[config.mk]
export PLATFORM = sky130hd
export DESIGN_NAME = stroke_stepper_flat
export DESIGN_NICKNAME = d
export VERILOG_FILES = /design/src/rtl/stroke_stepper_pkg.sv /design/src/rtl/stroke_stepper_if.sv /design/src/rtl/bresenham_step.sv /design/src/rtl/stroke_stepper.sv /design/src/flat_wrapper.sv
export SDC_FILE = /design/constraint.sdc
export NUM_CORES = 1
export LEC_CHECK = 0
export CAP_MARGIN = 20
export CORE_AREA = 2 2 134 136
export DETAILED_ROUTE_END_ITERATION = 8
export DIE_AREA = 0 0 136 138
export PLACE_DENSITY = 0.86
export SLEW_MARGIN = 10
export SYNTH_ARGS = -nofsm -noshare
export SYNTH_HDL_FRONTEND = slang
export SYNTH_SLANG_ARGS = --single-unit
[constraint.sdc]
create_clock -name clk_in -period 15.35 [get_ports clk_in]
set_clock_uncertainty 0.15 [all_clocks]
set_input_delay 1.535 -clock clk_in [delete_from_list [all_inputs] [get_ports clk_in]]
set_output_delay 1.535 -clock clk_in [all_outputs]
set_load 0.02 [all_outputs]
[src/rtl/stroke_stepper_pkg.sv]
// Shared types and widths for the stroke stepper and the painter stage behind it.
// Also holds the absolute-difference helpers used when a segment is set up.
package stroke_stepper_pkg;

  localparam int H_W   = 11;
  localparam int V_W   = 10;
  localparam int R_W   = 16;
  localparam int DX_W  = H_W + 1;
  localparam int DY_W  = V_W + 1;
  localparam int ERR_W = H_W + 2;
  localparam int CNT_W = 4;

  typedef enum logic [2:0] {
    NO_PREV = 3'd0,
    HOLD    = 3'd1,
    SETUP   = 3'd2,
    STEP    = 3'd3,
    ISSUE   = 3'd4
  } state_e;

  function automatic logic [H_W-1:0] abs_diff_h(input logic [H_W-1:0] a, input logic [H_W-1:0] b);
    return (a >= b) ? (a - b) : (b - a);
  endfunction

  function automatic logic [V_W-1:0] abs_diff_v(input logic [V_W-1:0] a, input logic [V_W-1:0] b);
    return (a >= b) ? (a - b) : (b - a);
  endfunction

endpackage

[src/rtl/stroke_stepper_if.sv]
// Sample-in / dab-out handshake bundle; slave is the stepper's view, master the
// view of whatever drives samples and consumes dabs.
interface stroke_stepper_if;
  import stroke_stepper_pkg::*;

  logic [H_W-1:0] point_x_in;
  logic [V_W-1:0] point_y_in;
  logic           pen_down_in;
  logic [R_W-1:0] radius_in;
  logic           point_valid_in;
  logic           point_ready_out;
  logic [H_W-1:0] hcount_out;
  logic [V_W-1:0] vcount_out;
  logic [R_W-1:0] radius_out;
  logic           data_valid_out;
  logic           ready_in;

  modport slave (
    input  point_x_in, point_y_in, pen_down_in, radius_in, point_valid_in, ready_in,
    output point_ready_out, hcount_out, vcount_out, radius_out, data_valid_out
  );

  modport master (
    output point_x_in, point_y_in, pen_down_in, radius_in, point_valid_in, ready_in,
    input  point_ready_out, hcount_out, vcount_out, radius_out, data_valid_out
  );

endinterface

[src/rtl/bresenham_step.sv]
// One combinational Bresenham iteration: next x, y and error term from the
// current position, the segment deltas and the step directions.
module bresenham_step
  import stroke_stepper_pkg::*;
(
  input  logic [H_W-1:0]          x_i,
  input  logic [V_W-1:0]          y_i,
  input  logic signed [ERR_W-1:0] err_i,
  input  logic signed [DX_W-1:0]  dx_i,
  input  logic signed [DY_W-1:0]  dy_i,
  input  logic                    sx_neg_i,
  input  logic                    sy_neg_i,
  output logic [H_W-1:0]          x_o,
  output logic [V_W-1:0]          y_o,
  output logic signed [ERR_W-1:0] err_o
);

  // One guard bit above the error width keeps 2*err and the sums exact.
  logic signed [ERR_W:0] e2_s;
  logic signed [ERR_W:0] dx_ext_s;
  logic signed [ERR_W:0] dy_ext_s;
  logic signed [ERR_W:0] err_acc_s;

  always_comb begin
    e2_s      = {err_i, 1'b0};
    dx_ext_s  = {{(ERR_W + 1 - DX_W){dx_i[DX_W-1]}}, dx_i};
    dy_ext_s  = {{(ERR_W + 1 - DY_W){dy_i[DY_W-1]}}, dy_i};
    err_acc_s = {err_i[ERR_W-1], err_i};
    if (e2_s >= dy_ext_s) begin
      x_o       = sx_neg_i ? (x_i - H_W'(1)) : (x_i + H_W'(1));
      err_acc_s = err_acc_s + dy_ext_s;
    end else begin
      x_o = x_i;
    end
    if (e2_s <= dx_ext_s) begin
      y_o       = sy_neg_i ? (y_i - V_W'(1)) : (y_i + V_W'(1));
      err_acc_s = err_acc_s + dx_ext_s;
    end else begin
      y_o = y_i;
    end
    err_o = err_acc_s[ERR_W-1:0];
  end

endmodule

[src/rtl/stroke_stepper.sv]
// Stroke stepper: turns pen samples into Bresenham-walked brush dabs, one dab
// every SPACING steps plus the endpoint, handed to the painter stage by valid/ready.
module stroke_stepper
  import stroke_stepper_pkg::*;
#(
  parameter int SPACING = 1
) (
  input logic             clk_in,
  input logic             rst_in,
  stroke_stepper_if.slave bus
);

  state_e                  state_q;
  logic [H_W-1:0]          cur_x_q;
  logic [V_W-1:0]          cur_y_q;
  logic [H_W-1:0]          end_x_q;
  logic [V_W-1:0]          end_y_q;
  logic [R_W-1:0]          radius_q;
  logic [H_W-1:0]          hcount_q;
  logic [V_W-1:0]          vcount_q;
  logic signed [DX_W-1:0]  dx_q;
  logic signed [DY_W-1:0]  dy_q;
  logic signed [ERR_W-1:0] err_q;
  logic                    sx_neg_q;
  logic                    sy_neg_q;
  logic [CNT_W-1:0]        cnt_q;
  logic                    valid_q;
  logic                    ready_q;

  logic [H_W-1:0]          step_x_d;
  logic [V_W-1:0]          step_y_d;
  logic signed [ERR_W-1:0] step_err_d;
  logic signed [DX_W-1:0]  setup_dx_s;
  logic signed [DY_W-1:0]  setup_dy_s;
  logic signed [ERR_W-1:0] setup_err_s;
  logic                    accept_s;
  logic                    at_end_s;
  logic                    step_at_end_s;
  logic                    cnt_hit_s;

  bresenham_step u_step (
    .x_i      (cur_x_q),
    .y_i      (cur_y_q),
    .err_i    (err_q),
    .dx_i     (dx_q),
    .dy_i     (dy_q),
    .sx_neg_i (sx_neg_q),
    .sy_neg_i (sy_neg_q),
    .x_o      (step_x_d),
    .y_o      (step_y_d),
    .err_o    (step_err_d)
  );

  // Segment parameters derived from the held point and the new endpoint.
  always_comb begin
    setup_dx_s  = $signed({1'b0, abs_diff_h(end_x_q, cur_x_q)});
    setup_dy_s  = -$signed({1'b0, abs_diff_v(end_y_q, cur_y_q)});
    setup_err_s = $signed({setup_dx_s[DX_W-1], setup_dx_s})
                + $signed({{(ERR_W - DY_W){setup_dy_s[DY_W-1]}}, setup_dy_s});
  end

  assign accept_s      = bus.point_valid_in & ready_q;
  assign at_end_s      = (cur_x_q == end_x_q) && (cur_y_q == end_y_q);
  assign step_at_end_s = (step_x_d == end_x_q) && (step_y_d == end_y_q);
  assign cnt_hit_s     = (({1'b0, cnt_q} + {{CNT_W{1'b0}}, 1'b1}) == (CNT_W + 1)'(SPACING));

  // Control FSM; every handshake and dab output comes straight from a register.
  always_ff @(posedge clk_in or negedge rst_in) begin
    if (!rst_in) begin
      state_q  <= NO_PREV;
      cur_x_q  <= {H_W{1'b0}};
      cur_y_q  <= {V_W{1'b0}};
      end_x_q  <= {H_W{1'b0}};
      end_y_q  <= {V_W{1'b0}};
      radius_q <= {R_W{1'b0}};
      hcount_q <= {H_W{1'b0}};
      vcount_q <= {V_W{1'b0}};
      dx_q     <= {DX_W{1'b0}};
      dy_q     <= {DY_W{1'b0}};
      err_q    <= {ERR_W{1'b0}};
      sx_neg_q <= 1'b0;
      sy_neg_q <= 1'b0;
      cnt_q    <= {CNT_W{1'b0}};
      valid_q  <= 1'b0;
      ready_q  <= 1'b1;
    end else begin
      case (state_q)
        NO_PREV: begin
          if (accept_s && bus.pen_down_in) begin
            cur_x_q  <= bus.point_x_in;
            cur_y_q  <= bus.point_y_in;
            end_x_q  <= bus.point_x_in;
            end_y_q  <= bus.point_y_in;
            radius_q <= bus.radius_in;
            hcount_q <= bus.point_x_in;
            vcount_q <= bus.point_y_in;
            valid_q  <= 1'b1;
            ready_q  <= 1'b0;
            state_q  <= ISSUE;
          end else begin
            state_q <= NO_PREV;
          end
        end
        HOLD: begin
          if (accept_s && bus.pen_down_in) begin
            end_x_q  <= bus.point_x_in;
            end_y_q  <= bus.point_y_in;
            radius_q <= bus.radius_in;
            ready_q  <= 1'b0;
            state_q  <= SETUP;
          end else if (accept_s) begin
            state_q <= NO_PREV;
          end else begin
            state_q <= HOLD;
          end
        end
        SETUP: begin
          dx_q     <= setup_dx_s;
          dy_q     <= setup_dy_s;
          err_q    <= setup_err_s;
          sx_neg_q <= (end_x_q < cur_x_q);
          sy_neg_q <= (end_y_q < cur_y_q);
          cnt_q    <= {CNT_W{1'b0}};
          state_q  <= STEP;
        end
        STEP: begin
          // Only a repeated sample reaches STEP already sitting on the endpoint.
          if (at_end_s) begin
            ready_q <= 1'b1;
            state_q <= HOLD;
          end else begin
            cur_x_q <= step_x_d;
            cur_y_q <= step_y_d;
            err_q   <= step_err_d;
            if (step_at_end_s || cnt_hit_s) begin
              cnt_q    <= {CNT_W{1'b0}};
              hcount_q <= step_x_d;
              vcount_q <= step_y_d;
              valid_q  <= 1'b1;
              state_q  <= ISSUE;
            end else begin
              cnt_q   <= cnt_q + {{(CNT_W - 1){1'b0}}, 1'b1};
              state_q <= STEP;
            end
          end
        end
        ISSUE: begin
          if (bus.ready_in) begin
            valid_q <= 1'b0;
            if (at_end_s) begin
              ready_q <= 1'b1;
              state_q <= HOLD;
            end else begin
              state_q <= STEP;
            end
          end else begin
            state_q <= ISSUE;
          end
        end
        default: begin
          valid_q <= 1'b0;
          ready_q <= 1'b1;
          state_q <= NO_PREV;
        end
      endcase
    end
  end

  assign bus.point_ready_out = ready_q;
  assign bus.data_valid_out  = valid_q;
  assign bus.hcount_out      = hcount_q;
  assign bus.vcount_out      = vcount_q;
  assign bus.radius_out      = radius_q;

endmodule

[src/flat_wrapper.sv]
// flat-port wrapper written by rule: the top's interface ports become plain ports
module stroke_stepper_flat import stroke_stepper_pkg::*;
#(
  parameter int SPACING = 1
)
  (clk_in, rst_in, bus_point_x_in, bus_point_y_in, bus_pen_down_in, bus_radius_in, bus_point_valid_in, bus_ready_in, bus_point_ready_out, bus_hcount_out, bus_vcount_out, bus_radius_out, bus_data_valid_out);
  stroke_stepper_if bus_i ();
  input logic clk_in;
  input logic rst_in;
  input wire logic [$bits(bus_i.point_x_in)-1:0] bus_point_x_in;
  input wire logic [$bits(bus_i.point_y_in)-1:0] bus_point_y_in;
  input wire logic [$bits(bus_i.pen_down_in)-1:0] bus_pen_down_in;
  input wire logic [$bits(bus_i.radius_in)-1:0] bus_radius_in;
  input wire logic [$bits(bus_i.point_valid_in)-1:0] bus_point_valid_in;
  input wire logic [$bits(bus_i.ready_in)-1:0] bus_ready_in;
  output wire logic [$bits(bus_i.point_ready_out)-1:0] bus_point_ready_out;
  output wire logic [$bits(bus_i.hcount_out)-1:0] bus_hcount_out;
  output wire logic [$bits(bus_i.vcount_out)-1:0] bus_vcount_out;
  output wire logic [$bits(bus_i.radius_out)-1:0] bus_radius_out;
  output wire logic [$bits(bus_i.data_valid_out)-1:0] bus_data_valid_out;
  assign bus_i.point_x_in = bus_point_x_in;
  assign bus_i.point_y_in = bus_point_y_in;
  assign bus_i.pen_down_in = bus_pen_down_in;
  assign bus_i.radius_in = bus_radius_in;
  assign bus_i.point_valid_in = bus_point_valid_in;
  assign bus_i.ready_in = bus_ready_in;
  assign bus_point_ready_out = bus_i.point_ready_out;
  assign bus_hcount_out = bus_i.hcount_out;
  assign bus_vcount_out = bus_i.vcount_out;
  assign bus_radius_out = bus_i.radius_out;
  assign bus_data_valid_out = bus_i.data_valid_out;
  stroke_stepper #(.SPACING(SPACING)) u_core (.clk_in(clk_in), .rst_in(rst_in), .bus(bus_i));
endmodule
After elaboration in Yosys (flattened, before gate mapping)
Cells that the tools add are included.
W data, S select, Z words.
{"block": "totals", "reg_bits": 125, "output_inout_bits": 39, "wordCells": 110}
{"block": "classes", "add_sub_neg": 14, "magnitude_cmp": 6, "n_eq_ne": 14, "mux": 42, "n_bitwise": 3, "n_reduce_logical": 15}
{"cell": "$mux W11", "n": 7}
{"cell": "$mux W10", "n": 7}
{"cell": "$pmux W11 S2", "n": 2}
{"cell": "$pmux W10 S2", "n": 2}
{"cell": "$mux W13", "n": 3}
{"cell": "$pmux W13 S2", "n": 1}
{"cell": "$eq A11 B11 Y1", "n": 2}
{"cell": "$sub A11 B11 Y11", "n": 2}
{"cell": "$eq A10 B10 Y1", "n": 2}
{"cell": "$sub A10 B10 Y10", "n": 2}
{"cell": "$mux W3", "n": 5}
{"cell": "$pmux W3 S5", "n": 1}
{"cell": "$ge A14 B11 Y1", "n": 1}
{"cell": "$le A14 B12 Y1", "n": 1}
{"cell": "$add A12 B11 Y13", "n": 1}
{"cell": "$add A13 B11 Y13", "n": 1}
{"cell": "$add A13 B12 Y13", "n": 1}
{"cell": "$add A11 B1 Y11 const B", "n": 1}
{"cell": "$ge A11 B11 Y1", "n": 1}
{"cell": "$lt A11 B11 Y1", "n": 1}
{"cell": "$neg A10 Y11", "n": 1}
{"cell": "$sub A11 B1 Y11 const B", "n": 1}
{"cell": "$add A10 B1 Y10 const B", "n": 1}
{"cell": "$ge A10 B10 Y1", "n": 1}
{"cell": "other kinds (26)", "n": 46}

Depth between registers and ports, before layout
{"block": "logic_depth", "ltp_word": 9, "depth_mapped": 24, "depth_no_buf": 22}

By module
Synthesis repeated with hierarchy kept, for this count alone.
{"block": "hier_totals", "hier_cells": 1252, "area_unflattened_um2": 10855.4}
{"module": "stroke_stepper", "n_inst": 1, "cells_each": 844, "area_each_um2": 7842.5, "seq_area_each_um2": 3129.3}
{"module": "bresenham_step", "n_inst": 1, "cells_each": 408, "area_each_um2": 3012.9, "seq_area_each_um2": 0.0}

Worst setup path after synthesis
Ideal clock, no wire load.
{"block": "synth_path", "kind": "register to register", "startpoint": "reg u_core.cur_y_q[0]", "endpoint": "reg u_core.err_q[12]", "arrival_time_ns": 4.932, "required_time_ns": 15.076, "setup_slack_ns": 10.144, "path_stages_with_launch": 21, "path_buffers": 1, "synth_period_minus_slack_ns": 5.206, "path_cell_list": "dfrtp_1 -> ha_1 -> inv_1 -> fa_1 -> a21o_1 -> a221o_1 -> a211oi_4 -> clkbuf_1 -> mux2i_1 -> ha_1 -> inv_1 -> fa_1 -> inv_1 -> a21oi_1 -> o21bai_1 -> a21oi_1 -> maj3_1 -> o211ai_1 -> o221ai_1 -> xnor2_1 -> a211o_1"}
{"block": "synth_between", "elab_chain_len": 5}
{"item": "start: declaration", "line": "stroke_stepper.sv:15", "rtl": "logic [V_W-1:0] cur_y_q;"}
{"item": "start signal: assignment", "line": "stroke_stepper.sv:72", "rtl": "cur_y_q <= {V_W{1'b0}};"}
{"item": "start signal: assignment", "line": "stroke_stepper.sv:91", "rtl": "cur_y_q <= bus.point_y_in;"}
{"item": "start signal: assignment", "line": "stroke_stepper.sv:133", "rtl": "cur_y_q <= step_y_d;"}
{"item": "$sub A10 B10 Y10 or $ge A10 B10 Y1 (tied branches)", "line": "stroke_stepper_pkg.sv:26", "rtl": "return (a >= b) ? (a - b) : (b - a);"}
{"item": "$mux W10 *", "line": "stroke_stepper_pkg.sv:26"}
{"item": "$neg A10 Y11 *", "line": "stroke_stepper.sv:57", "rtl": "setup_dy_s = -$signed({1'b0, abs_diff_v(end_y_q, cur_y_q)});"}
{"item": "named net u_core.setup_dy_s[1]", "line": "stroke_stepper.sv:34", "rtl": "logic signed [DY_W-1:0] setup_dy_s;"}
{"item": "$add A12 B11 Y13 *", "line": "stroke_stepper.sv:59", "rtl": "+ $signed({{(ERR_W - DY_W){setup_dy_s[DY_W-1]}}, setup_dy_s});"}
{"item": "$pmux W13 S2 *", "line": "stroke_stepper.sv:87", "rtl": "case (state_q)"}
{"item": "end signal: assignment", "line": "stroke_stepper.sv:80", "rtl": "err_q <= {ERR_W{1'b0}};"}
{"item": "end signal: assignment", "line": "stroke_stepper.sv:120", "rtl": "err_q <= setup_err_s;"}
{"item": "end signal: assignment", "line": "stroke_stepper.sv:134", "rtl": "err_q <= step_err_d;"}
{"item": "end: declaration", "line": "stroke_stepper.sv:23", "rtl": "logic signed [ERR_W-1:0] err_q;"}
Mark *: on every way through the listed nets, which the timed path passes. The rest lies on a longest branch.
A chain may end at the register's enable or synchronous reset.

Worst setup path after layout
{"block": "layout_path", "startpoint": "reg u_core.dy_q[10]", "endpoint": "reg u_core.err_q[12]"}
{"block": "layout_between", "elab_chain_len": 6}
{"item": "start: declaration", "line": "stroke_stepper.sv:22", "rtl": "logic signed [DY_W-1:0] dy_q;"}
{"item": "start signal: assignment", "line": "stroke_stepper.sv:79", "rtl": "dy_q <= {DY_W{1'b0}};"}
{"item": "start signal: assignment", "line": "stroke_stepper.sv:119", "rtl": "dy_q <= setup_dy_s;"}
{"item": "$add A13 B11 Y13 or $ge A14 B11 Y1 (tied branches)", "line": "bresenham_step.sv:31, bresenham_step.sv:29"}
{"item": "$mux W13 *", "line": "bresenham_step.sv:29", "rtl": "if (e2_s >= dy_ext_s) begin"}
{"item": "$add A13 B12 Y13", "line": "bresenham_step.sv:37", "rtl": "err_acc_s = err_acc_s + dx_ext_s;"}
{"item": "$mux W13 *", "line": "bresenham_step.sv:35", "rtl": "if (e2_s <= dx_ext_s) begin"}
{"item": "$mux W13 *", "line": "stroke_stepper.sv:128", "rtl": "if (at_end_s) begin"}
{"item": "$pmux W13 S2 *", "line": "stroke_stepper.sv:87"}
Mark *: on every way between the ends. The rest lies on a longest branch, timed or not. The select of a mux whose other input is x is not followed.

==> impl_metrics.tcl <==
set metrics [dict create \
    synthDistinctLibCells 77 \
    initial_utilization_pct 63.2 \
    cts_made_buffers 17 \
    drive_gt1_share_pct 6.97 \
    maxSlewHeadroom_pct 30.1 \
    maxCapViolations 0 \
    cts_setup_buffers 0 \
    synth_top_area_share_pct 28.0 \
    grt_pass1_wl_um 51800 \
    synth_area_per_cell_um2 8.50 \
    grtUsageTotal_pct 34.8 \
    yosysTopAreaCell "dfrtp_1" \
    ant_nets 0 \
    synth_cells 1305 \
    io_buffers 80 \
    grt_max_degree 79 \
    htreeDepth 4 \
    cts_root_buffer "clkbuf_16" \
    routed_wl_um 32000 \
    cts_tree "built" \
    clk_path_buf_depth 2 \
    fin_area_mm2 0.0127 \
    worst_slew_pin_slew_ns 1.05 \
    holdBufCountCts 0 \
    met2_length_um 14600 \
    synth_nets 1472 \
    vias 10200 \
    seq_area_frac_synth_pct 28.2 \
    cp.required_ns 15.58 \
    antenna_cells 0 \
    clock_latency_ns 0.44 \
    setup_tns_ns 0 \
    cp.arrival_ns 6.03 \
    overflow 0 \
    multi_input_area_mm2 0.00741 \
    syn_area_mm2 0.0111 \
    clkTransAtPathRegs_ns 0.07 \
    fillCellCount 1306 \
    die-area_mm2 0.0188 \
    ys_dominant_reg_cell "dfrtp_1" \
    synth_edf_count 0 \
    ctsResizeCount 0 \
    synth.most_common_cell "nand2_1" \
    antenna_found_initial 0 \
    flow.area_growth_from_synthesis_pct 14.5 \
    ys_ff_latch 125 \
    numClockSinks 125 \
    end_kind "flop" \
    grt_setup_unrepaired "false" \
    dieHeight_um 138 \
    setup_viol 0 \
    finalHoldViolations 0 \
    fmax_mhz 172 \
    met3_length_um 2650 \
    dp.final_hpwl_um 23400 \
    drt_iter0_drc 1020 \
    dr.max_layer_used "met4" \
    synth_area_leaders "dfrtp_1, ha_1, o21ai_0, nand2_1, xnor2_1" \
    worstPathMaxFanout 23 \
    dieWidth_um 136 \
    core_mm2 0.0175 \
    io_pins 81 \
    critical_path_class "flop to flop" \
    dr.pass1.iters 5 \
    rows 49 \
    wl_met1_um 13800 \
    final-seq-area_mm2 0.00313 \
    worstHoldPathType "flop to flop" \
    ys_async_sr_fraction_pct 100 \
    grt_pass1_vias 10100 \
    min_period_ns 5.80 \
    drc 0 \
    vias_per_cell 6.36 \
    place.gp.congestion 0.991 \
    wl_per_cell_um 19.9 \
    dpl_cell_area_mm2 0.0121 \
    final_nets 1531 \
    period_share_pct 37.8 \
    status "complete, no violations" \
    slew_viol_final 0 \
    ys_top_cells_by_count "nand2_1, dfrtp_1, o21ai_0" \
    synth_warnings 0 \
    cp-start-kind "flop" \
]
## worst paths after layout
kind | start | endpoint | slack, ns | cells past startpoint
max | u_core.dy_q[10] | u_core.err_q[12] | 9.55 | 22
min | u_core.bus.radius_out[10] | u_core.bus.radius_out[10] | 0.35 | 1
max reg2reg | u_core.dy_q[10] | u_core.err_q[12] | 9.55 | 22
min reg2reg | u_core.bus.radius_out[10] | u_core.bus.radius_out[10] | 0.35 | 1
max in group asynchronous | rst_in | u_core.end_y_q[1] | 12.87 | 2
min in group asynchronous | rst_in | u_core.end_x_q[8] | 1.01 | 1
## cell usage in the layout, fill, tap and decap left out, types with 7 or more instances in the layout
master,count
a211oi_1,18
a21o_1,37
a21oi_1,92
a221o_1,16
and2_1,21
and3_1,7
buf_4,11
clkbuf_16,17
clkdlybuf4s50_1,79
dfrtp_1,124
fa_1,9
ha_1,116
inv_1,100
inv_8,8
mux2_2,30
mux2i_1,26
nand2_1,139
nand2b_1,10
nand3_1,16
nor2_1,81
nor2b_1,12
nor3_1,19
nor4_1,10
o211ai_1,13
o21ai_0,124
o22a_1,7
o22ai_1,9
or3_1,12
xnor2_1,58
xor2_1,34
## critical path, stage by stage, from the launching register on
cell,delay (ns)
dfrtp_1,0.38
inv_1,0.11
ha_1,0.58
nand4_1,0.22
nor4_1,0.62
a211o_1,0.22
mux2_2,0.52
nand2_1,0.11
nand2_1,0.10
ha_1,0.16
inv_1,0.06
fa_1,0.39
nor2b_1,0.17
o21ai_0,0.11
a21boi_0,0.21
o21ai_0,0.14
a21oi_1,0.24
o211a_1,0.20
o21ai_0,0.12
a211oi_1,0.39
a211oi_1,0.14
nor4_1,0.26
a211o_1,0.14
## layer usage
metal	track usage, %	up-vias
li1	-	4776
met1	47.8	4871
met2	54.4	488
met3	6.49	72
met4	13.7	0
met5	0	-
## cells by family (layout without fill, tap and decap cells)
family	count (synthesis)	after routing	share of synthesized area [%]
flip-flops	125	125	28.2
XOR/XNOR	95	95	7.88
adder cells (fa/ha/maj)	128	128	15.0
AO/OA/AOI/OAI	389	389	22.7
AND/OR/NAND/NOR	355	355	15.0
buffers and inverters	151	223	5.19
multiplexers	62	62	5.99
## flip-flops by register name (all words and copies together), names as in the netlist, 4 cells and up
name / flops
u_core.cur_x_q: 11
u_core.dx_q: 11
u_core.end_x_q: 11
u_core.bus.hcount_out: 11
u_core.cnt_q: 4
u_core.cur_y_q: 10
u_core.err_q: 13
u_core.bus.vcount_out: 10
u_core.end_y_q: 10
u_core.dy_q: 11
u_core.bus.radius_out: 16
## final cells by class
class / count / share of cell area, %
inverter: 100 / 2.96
multi-input combinational: 1029 / 58.3
clock inverter: 15 / 1.48
timing repair buffer: 91 / 6.97
clock buffer: 17 / 3.35
tap: 229 / 2.26
sequential: 125 / 24.6
## metrics by stage
stage,hold slack [ns],std cells,utilization [%],worst slack [ns]
after floorplan,0.317,1305,-,10.14
after global placement,0.324,1573,68.9,9.92
after detailed placement,0.336,1573,68.9,9.72
after CTS,0.357,1605,72.4,9.72
after global routing,0.374,1606,72.4,9.09
final,0.355,1606,72.4,9.55
Power is not shown: default switching activity piles up to over one toggle a cycle in this logic, so the estimate is an artifact.
